<file path="src/rtl/mac_pkg.sv">
// Shared definitions for the dot-product MAC sequencer: FSM encoding and the
// sign-magnitude saturate/canonicalise helper.
package mac_pkg;

  typedef enum logic [2:0] {
    S_IDLE   = 3'd0,
    S_FETCH  = 3'd1,
    S_ISSUE  = 3'd2,
    S_WAIT   = 3'd3,
    S_RESULT = 3'd4
  } state_e;

  // Wide enough for any accumulator width this block is built with.
  localparam int SM_MAX_W = 64;

  // Returns {sign, magnitude}; a zero magnitude always carries sign 0.
  function automatic logic [SM_MAX_W:0] sm_sat_canon(
    input logic                sgn,
    input logic                ovf,
    input logic [SM_MAX_W-1:0] mag,
    input logic [SM_MAX_W-1:0] sat_mag
  );
    logic [SM_MAX_W-1:0] m;
    m = ovf ? sat_mag : mag;
    return {sgn & (|m), m};
  endfunction

endpackage

</file>
<file path="src/rtl/sm_acc_sat.sv">
// Combinational clamp of a MAC result into the accumulate-operand range,
// flagging overflow and folding -0 to +0.
module sm_acc_sat
  import mac_pkg::*;
#(
  parameter int OUT_W = 19,
  parameter int C_W   = OUT_W - 1
) (
  input  logic [OUT_W-1:0] i_mout,
  output logic [OUT_W-1:0] o_acc,
  output logic             o_ovf
);

  localparam int SGN = OUT_W - 1;

  logic                w_ovf;
  logic [SM_MAX_W-1:0] w_mag;
  logic [SM_MAX_W-1:0] w_sat;
  logic [SM_MAX_W:0]   w_res;
  logic                w_unused_hi;

  // Any magnitude bit the accumulate operand cannot carry means overflow.
  assign w_ovf = |i_mout[SGN-1:C_W-1];
  assign w_mag = SM_MAX_W'(i_mout[SGN-1:0]);
  assign w_sat = SM_MAX_W'({(C_W-1){1'b1}});
  assign w_res = sm_sat_canon(i_mout[SGN], w_ovf, w_mag, w_sat);

  assign o_acc       = {w_res[SM_MAX_W], w_res[SGN-1:0]};
  assign o_ovf       = w_ovf;
  assign w_unused_hi = ^w_res[SM_MAX_W-1:SGN];

endmodule

</file>
<file path="src/rtl/mac_dot_seq.sv">
// Dot-product sequencer: streams operand pairs into one en/done MAC, feeding
// each result back as the next accumulate operand, and returns the final sum.
module mac_dot_seq
  import mac_pkg::*;
#(
  parameter int A_BITWIDTH   = 8,
  parameter int B_BITWIDTH   = A_BITWIDTH,
  parameter int OUT_BITWIDTH = 19,
  parameter int C_BITWIDTH   = OUT_BITWIDTH - 1,
  parameter int LEN_W        = 8
) (
  input  logic                    clk,
  input  logic                    rstn,
  input  logic                    start,
  input  logic [LEN_W-1:0]        len,
  output logic                    busy,
  input  logic                    in_valid,
  output logic                    in_ready,
  input  logic [A_BITWIDTH-1:0]   in_a,
  input  logic [B_BITWIDTH-1:0]   in_b,
  output logic                    mac_en,
  output logic [A_BITWIDTH-1:0]   mac_a,
  output logic [B_BITWIDTH-1:0]   mac_b,
  output logic [C_BITWIDTH-1:0]   mac_c,
  input  logic [OUT_BITWIDTH-1:0] mac_mout,
  input  logic                    mac_done,
  output logic                    res_valid,
  input  logic                    res_ready,
  output logic [OUT_BITWIDTH-1:0] res_data,
  output logic                    res_ovf
);

  state_e                  r_state;
  logic [LEN_W-1:0]        r_cnt;
  logic [OUT_BITWIDTH-1:0] r_acc;
  logic                    r_ovf;
  logic [A_BITWIDTH-1:0]   r_a;
  logic [B_BITWIDTH-1:0]   r_b;
  logic                    r_busy, r_in_ready, r_mac_en, r_res_valid;

  logic [OUT_BITWIDTH-1:0] w_acc_nxt;
  logic                    w_ovf_nxt;

  sm_acc_sat #(.OUT_W(OUT_BITWIDTH), .C_W(C_BITWIDTH)) u_sat (
    .i_mout (mac_mout),
    .o_acc  (w_acc_nxt),
    .o_ovf  (w_ovf_nxt)
  );

  always_ff @(posedge clk or negedge rstn) begin
    if (!rstn) begin
      r_state     <= S_IDLE;
      r_cnt       <= '0;
      r_acc       <= '0;
      r_ovf       <= 1'b0;
      r_a         <= '0;
      r_b         <= '0;
      r_busy      <= 1'b0;
      r_in_ready  <= 1'b0;
      r_mac_en    <= 1'b0;
      r_res_valid <= 1'b0;
    end else begin
      case (r_state)
        S_IDLE: if (start) begin
          r_cnt  <= len;
          r_acc  <= '0;
          r_ovf  <= 1'b0;
          r_busy <= 1'b1;
          if (len == '0) begin
            r_state     <= S_RESULT;
            r_res_valid <= 1'b1;
          end else begin
            r_state    <= S_FETCH;
            r_in_ready <= 1'b1;
          end
        end
        S_FETCH: if (in_valid) begin
          r_a        <= in_a;
          r_b        <= in_b;
          r_in_ready <= 1'b0;
          r_mac_en   <= 1'b1;
          r_state    <= S_ISSUE;
        end
        S_ISSUE: begin
          r_mac_en <= 1'b0;
          r_state  <= S_WAIT;
        end
        // Operands stay frozen here; the MAC reads data_c near the end.
        S_WAIT: if (mac_done) begin
          r_acc <= w_acc_nxt;
          r_ovf <= r_ovf | w_ovf_nxt;
          r_cnt <= r_cnt - 1'b1;
          if (r_cnt == LEN_W'(1)) begin
            r_state     <= S_RESULT;
            r_res_valid <= 1'b1;
          end else begin
            r_state    <= S_FETCH;
            r_in_ready <= 1'b1;
          end
        end
        S_RESULT: if (res_ready) begin
          r_res_valid <= 1'b0;
          r_busy      <= 1'b0;
          r_state     <= S_IDLE;
        end
        default: begin
          r_state     <= S_IDLE;
          r_busy      <= 1'b0;
          r_in_ready  <= 1'b0;
          r_mac_en    <= 1'b0;
          r_res_valid <= 1'b0;
        end
      endcase
    end
  end

  assign busy      = r_busy;
  assign in_ready  = r_in_ready;
  assign mac_en    = r_mac_en;
  assign mac_a     = r_a;
  assign mac_b     = r_b;
  assign mac_c     = {r_acc[OUT_BITWIDTH-1], r_acc[C_BITWIDTH-2:0]};
  assign res_valid = r_res_valid;
  assign res_data  = r_acc;
  assign res_ovf   = r_ovf;

endmodule

</file>
<file path="config.mk">
export PLATFORM = sky130hd
export DESIGN_NAME = mac_dot_seq
export DESIGN_NICKNAME = d
export VERILOG_FILES = /design/src/rtl/mac_pkg.sv /design/src/rtl/sm_acc_sat.sv /design/src/rtl/mac_dot_seq.sv
export SDC_FILE = /design/constraint.sdc
export NUM_CORES = 1
export LEC_CHECK = 0
export BUFFER_PORTS_ARGS = -buffer_cell sky130_fd_sc_hd__buf_2
export CORE_ASPECT_RATIO = 1.5
export CORE_MARGIN = 2
export CORE_UTILIZATION = 24
export CTS_CLUSTER_SIZE = 24
export DETAILED_ROUTE_END_ITERATION = 10
export HOLD_SLACK_MARGIN = 0.05
export PLACE_DENSITY = 0.52
export SLEW_MARGIN = 10
export SYNTH_ARGS = -nofsm -noshare
export SYNTH_HDL_FRONTEND = slang
export SYNTH_SLANG_ARGS = --single-unit
</file>
<file path="constraint.sdc">
create_clock -name clk -period 2.1 [get_ports clk]
set_clock_uncertainty 0.15 [all_clocks]
set_input_delay 0.42 -clock clk [delete_from_list [all_inputs] [get_ports clk]]
set_output_delay 0.42 -clock clk [all_outputs]
set_load 0.005 [all_outputs]
</file>
Word level (Yosys, flattened, before mapping)
Index checks and enable logic that the tools add are counted. W data, S select, Z words.

Input bits: 49. Word-level logic and storage cells: 78. Output and inout bits: 58. Register bits after elaboration: 51.

Bitwise logic cells: 6. Reduce and logical (&&, ||, !) cells: 15. Equal/unequal tests: 13. Muxes and demuxes: 33. $add $sub $neg: 1.

Operators with widths (number): $reduce_or A64 Y1 (1); $mux W19 (2); $pmux W19 S2 (1); $mux W3 (6); $mux W17 (1); $mux W8 (2); $ne A2 B2 Y1 const B (8); $pmux W8 S2 (1); $pmux W3 S5 (1); $mux W1 (14); $reduce_and A6 Y1 (2); $eq A8 B1 Y1 const B (1); $logic_not A8 Y1 (1); $pmux W1 S4 (2); $sub A8 B1 Y8 const B (1); $eq A3 B2 Y1 const B (2); $reduce_and A3 Y1 (2); $reduce_or A3 Y1 (2); $not A1 Y1 (4); $pmux W1 S2 (2); $reduce_and A2 Y1 (2); $reduce_and A4 Y1 (1); $reduce_or A2 Y1 (2); $eq A3 B1 Y1 const B (1); other kinds (6) (6).

Longest topological paths before layout
Depth in word-level cells: 5. Depth in mapped cells: 7. Mapped depth without buffers: 6.

Cells and area by module
From an unflattened synthesis, not the netlist that was laid out.

Cells, all modules: 274. Area, all modules: 2796.4 um^2.

Modules (own cells, without submodules): mac_dot_seq (cells an instance 247, instances 1, area an instance 2627.5 um^2, sequential area each 1276.2 um^2); sm_acc_sat (cells an instance 27, instances 1, area an instance 168.9 um^2, sequential area each 0.0 um^2).

Worst setup path before layout
OpenSTA, ideal clock, no wires.

Kind: register to register. From: register r_state[1]. To: register r_cnt[0]. Setup time: 0.130 ns. Required time: 1.820 ns. Setup slack: 0.353 ns. Arrival: 1.466 ns. Buffers on the path: 3. Period minus slack after synthesis: 1.747 ns. Cell stages (with the launch flop): 8. Cell sequence: dfrtp_1 buf_6 or3b_4 a21o_1 buf_6 buf_6 nand2_1 o211ai_1.

Cells in the longest elaborated chain, start to end: 3. Elaborated cells on any way between the ends: 7. Those cells by class: 3 x eq/ne; 1 x mux; 3 x reduce/logical.

Ends and longest elaborated chain: from (decl) (RTL line mac_dot_seq.sv:33) `state_e r_state;`; from (signal assigned) (RTL line mac_dot_seq.sv:52) `r_state <= S_IDLE;`; from (signal assigned) (RTL line mac_dot_seq.sv:70) `r_state <= S_RESULT;`; from (signal assigned) (RTL line mac_dot_seq.sv:73) `r_state <= S_FETCH;`; $eq A3 B2 Y1 / $logic_not A3 Y1 (equally long branches) (RTL line mac_dot_seq.sv:63) `case (r_state)`; $ne A2 B2 Y1 (no line) / $reduce_bool A2 Y1 (equally long branches); $reduce_and A3 Y1 (no line); to (signal assigned) (RTL line mac_dot_seq.sv:65) `r_cnt <= len;`; to (signal assigned) (RTL line mac_dot_seq.sv:92) `r_cnt <= r_cnt - 1'b1;`; to (decl) (RTL line mac_dot_seq.sv:34) `logic [LEN_W-1:0] r_cnt;`.

Several ways; a longest one is shown, not always the timed one. A chain may end at the register's enable or synchronous reset.

Worst setup path after layout
From: register r_state[1]. To: register r_acc[11], in the netlist res_data[11].

Cells in the longest elaborated chain, start to end: 3. Elaborated cells on any way between the ends: 7. Those cells by class: 3 x eq/ne; 1 x mux; 3 x reduce/logical.

Ends and longest elaborated chain: $eq A3 B2 Y1 / $logic_not A3 Y1 (equally long branches) (RTL line mac_dot_seq.sv:63); $ne A2 B2 Y1 (no line) / $reduce_bool A2 Y1 (equally long branches); $reduce_and A3 Y1 (no line); to (signal assigned) (RTL line mac_dot_seq.sv:90) `r_acc <= w_acc_nxt;`; to (decl) (RTL line mac_dot_seq.sv:35) `logic [OUT_BITWIDTH-1:0] r_acc;`.

Several ways; a longest one is shown, not always the timed one.

==> impl_metrics.yaml <==
detailed_routing:
  vias: 2178
  drtIter0Drc: 96
  detail-route-antenna-nets: 0
  route.detailed.drc: 0
  drtPass1Iterations: 4
  viasPerCell: 4.44
  wl_um: 6550
  wire_per_inst_um: 13.3
clock_tree:
  clk_pin_slew_ns: 0.07
  post-cts-setup-buffers: 0
  hold_buffers: 1
  cts_buffer_depth: 2
  cts_resized: 0
  cts_root_buf: "clkbuf_16"
  htreeDepth: 2
  clock_latency_ns: 0.29
  cts_buffers: 5
  cts_sinks: 50
  tritoncts: "done"
power_and_ir_drop:
  comb_power_share_pct: 42.7
  swShare_pct: 35.8
  pwr-share-seq_pct: 34.8
  p_switching_mw: 1.73
  power.leakage_nw: 1.59
  power.share.clock_pct: 22.5
  ir_worst_vdd_uv: 451
  power_density_mw_per_mm2: 1450
  power_mw: 4.83
  internal_power_mw: 3.10
setup_path:
  max_stage_delay_ns: 0.42
  critical_path_depth: 5
  crit_path_start_kind: "flop"
  cp.arrival_ns: 1.84
  cp_num_buf_inv: 1
  required_ns: 2.13
  crit_family: "simple AND/OR/NAND/NOR gates"
  path_class: "reg -> reg"
  r2r_cells: 5
  r2r-start: "r_state[1]"
  endpoint_kind: "flop"
  slowest_stage: "or3b_4"
  critPathLaunch: "r_state[1]"
  cp_cell_sequence: "or3b_4 -> a21o_1 -> buf_12 -> nand2_1 -> o21ai_1"
  crit_fanout: 35
die:
  ioPinCount: 107
  dieHeight_um: 130
  die_width_um: 88.2
  start_util_pct: 24.3
  core-area_mm2: 0.0105
  num_rows: 46
  die_area_mm2: 0.0115
logic_synthesis:
  synth.top_cell.area_share_pct: 49.1
  ys_warn_count: 0
  synth_edf_count: 0
  ys.flop_type: "dfrtp_1"
  synth-async-reset-ratio_pct: 100
  netlist_area_mm2: 0.00255
  ys_seq_area_share_pct: 49.1
  ys_ff_latch: 50
  synth_area_leaders: "dfrtp_1, mux2_2, buf_4"
  yosysTopAreaCell: "dfrtp_1"
  synthCells: 260
  synth_cell_type_count: 40
  syn_nets: 311
  avgSynthCellArea_um2: 9.81
run_status:
  status: "finished, final reports clean"
job:
  cap_viol_max_count: 0
sta:
  finalHoldViolations: 0
  finalSetupViolations: 0
  grt_setup_unrepaired: "no"
  layout_min_cycle_time_ns: 1.81
  finalCritPeriodShare_pct: 86.1
  finalSetupTns_ns: 0
  drv_slew: 0
  max_freq_mhz: 553
cells_and_area:
  multi_input_area_mm2: 0.00103
  ff_latch_area_mm2: 0.00125
  drive_gt1_share_pct: 42.1
  finalNetCount: 397
  diodes: 0
  area_delta_synth_final_pct: 30.5
  fill_cells: 1145
placement:
  io_buffers: 105
  dp.final_hpwl_um: 4940
  gp_congestion: 0.837
global_routing:
  grt_pass1_wl_um: 10500
  grt_max_degree: 51
  antenna_found_initial: 0
  grt_pass1_vias: 2141
  track_usage_pct: 11.8
  gr-total-overflow: 0
worst_hold_path:
  min_from: "in_a[4]"
  hp-class: "in -> reg"
  hold_path_depth: 2
## path summary, 6_finish.rpt
path | end | slack (ns)
setup reg to reg | res_data[11] | 0.29
setup / recovery | res_data[11] | 0.29
max in group asynchronous | mac_a[7] | 1.07
hold / removal | mac_a[4] | 0.20
min in group asynchronous | r_cnt[4] | 0.48
hold reg to reg | res_valid | 0.32
## area by class of cell
cell class	count	share of cell area [%]
inverters	5	0.564
repair buffers	116	19.5
clock inverters	2	1.81
flip-flops and latches	50	37.6
well taps	144	5.42
multi-input cells	168	31.0
clock buffers	6	4.17
## metrics by stage
step	cell area (um2)	setup slack, ns	hold slack, ns	instances	util [%]
after floorplan	2550	0.353	-0.0256	260	-
after global placement	3120	0.209	0.284	482	29.8
after detailed placement	3120	0.199	0.293	482	29.8
after CTS	3330	0.281	0.194	491	31.8
after global routing	3330	0.144	0.196	491	31.8
final	3330	0.293	0.201	491	31.8
## power groups by stage
stage	clock, mW	sequential, mW	combinational (mW)
2_1_floorplan	0	1.69	1.44
5_1_grt	1.15	1.75	2.33
3_3_place_gp	0	1.70	2.07
4_1_cts	1.13	1.69	2.10
6_report	1.09	1.68	2.06
3_5_place_dp	0	1.71	2.10
## state kept, by name, indices dropped and copies added, names as in the netlist
signal and cells:
res_valid 1, in_ready 1, mac_a 8, mac_en 1
mac_b 8, r_cnt 8, res_ovf 1, r_state 3
busy 1, res_data 18
## per-layer routing
metal	part of all wire [%]	vias up	global-route usage (%)
met5	0	-	0
met4	2.3	0	5.26
met3	5.2	8	2.78
met2	53	70	20.9
met1	39	1026	13.1
li1	-	1074	-
## kinds of logic (layout without fill, tap and decap cells)
family / Yosys count / in the layout / share of synthesized area (%)
flops: 50 / 50 / 49.1
mux: 17 / 17 / 7.51
fa+ha+maj: 2 / 2 / 0.981
compound gates: 81 / 81 / 18.4
other cells: 1 / 1 / 0.147
buf+inv: 42 / 129 / 10.5
simple gates: 67 / 67 / 13.4
## synthesized netlist by cell type (all sizes together) (3+ instances only)
cell type  number
nand3b          3
dfrtp          50
nor2            8
buf            28
inv             5
nand3           5
clkbuf          9
a21oi          17
nor3            8
nor4            9
nand2          26
mux2           17
a21o            4
o21ai          47
## cell usage in the layout, fill, tap and decap left out, types with 3 or more instances in the layout
| cell | instances |
|---|---|
| a21o_1 | 4 |
| buf_2 | 105 |
| nand3_1 | 5 |
| a21oi_1 | 15 |
| nor4_1 | 8 |
| mux2_2 | 17 |
| o21ai_1 | 21 |
| buf_12 | 3 |
| o21ai_0 | 26 |
| nand2_1 | 26 |
| inv_1 | 5 |
| nor2_1 | 8 |
| nand3b_1 | 3 |
| dfrtp_1 | 50 |
| clkbuf_16 | 5 |
| nor3_1 | 7 |
| buf_4 | 7 |
(Power assumes the default switching activity.)
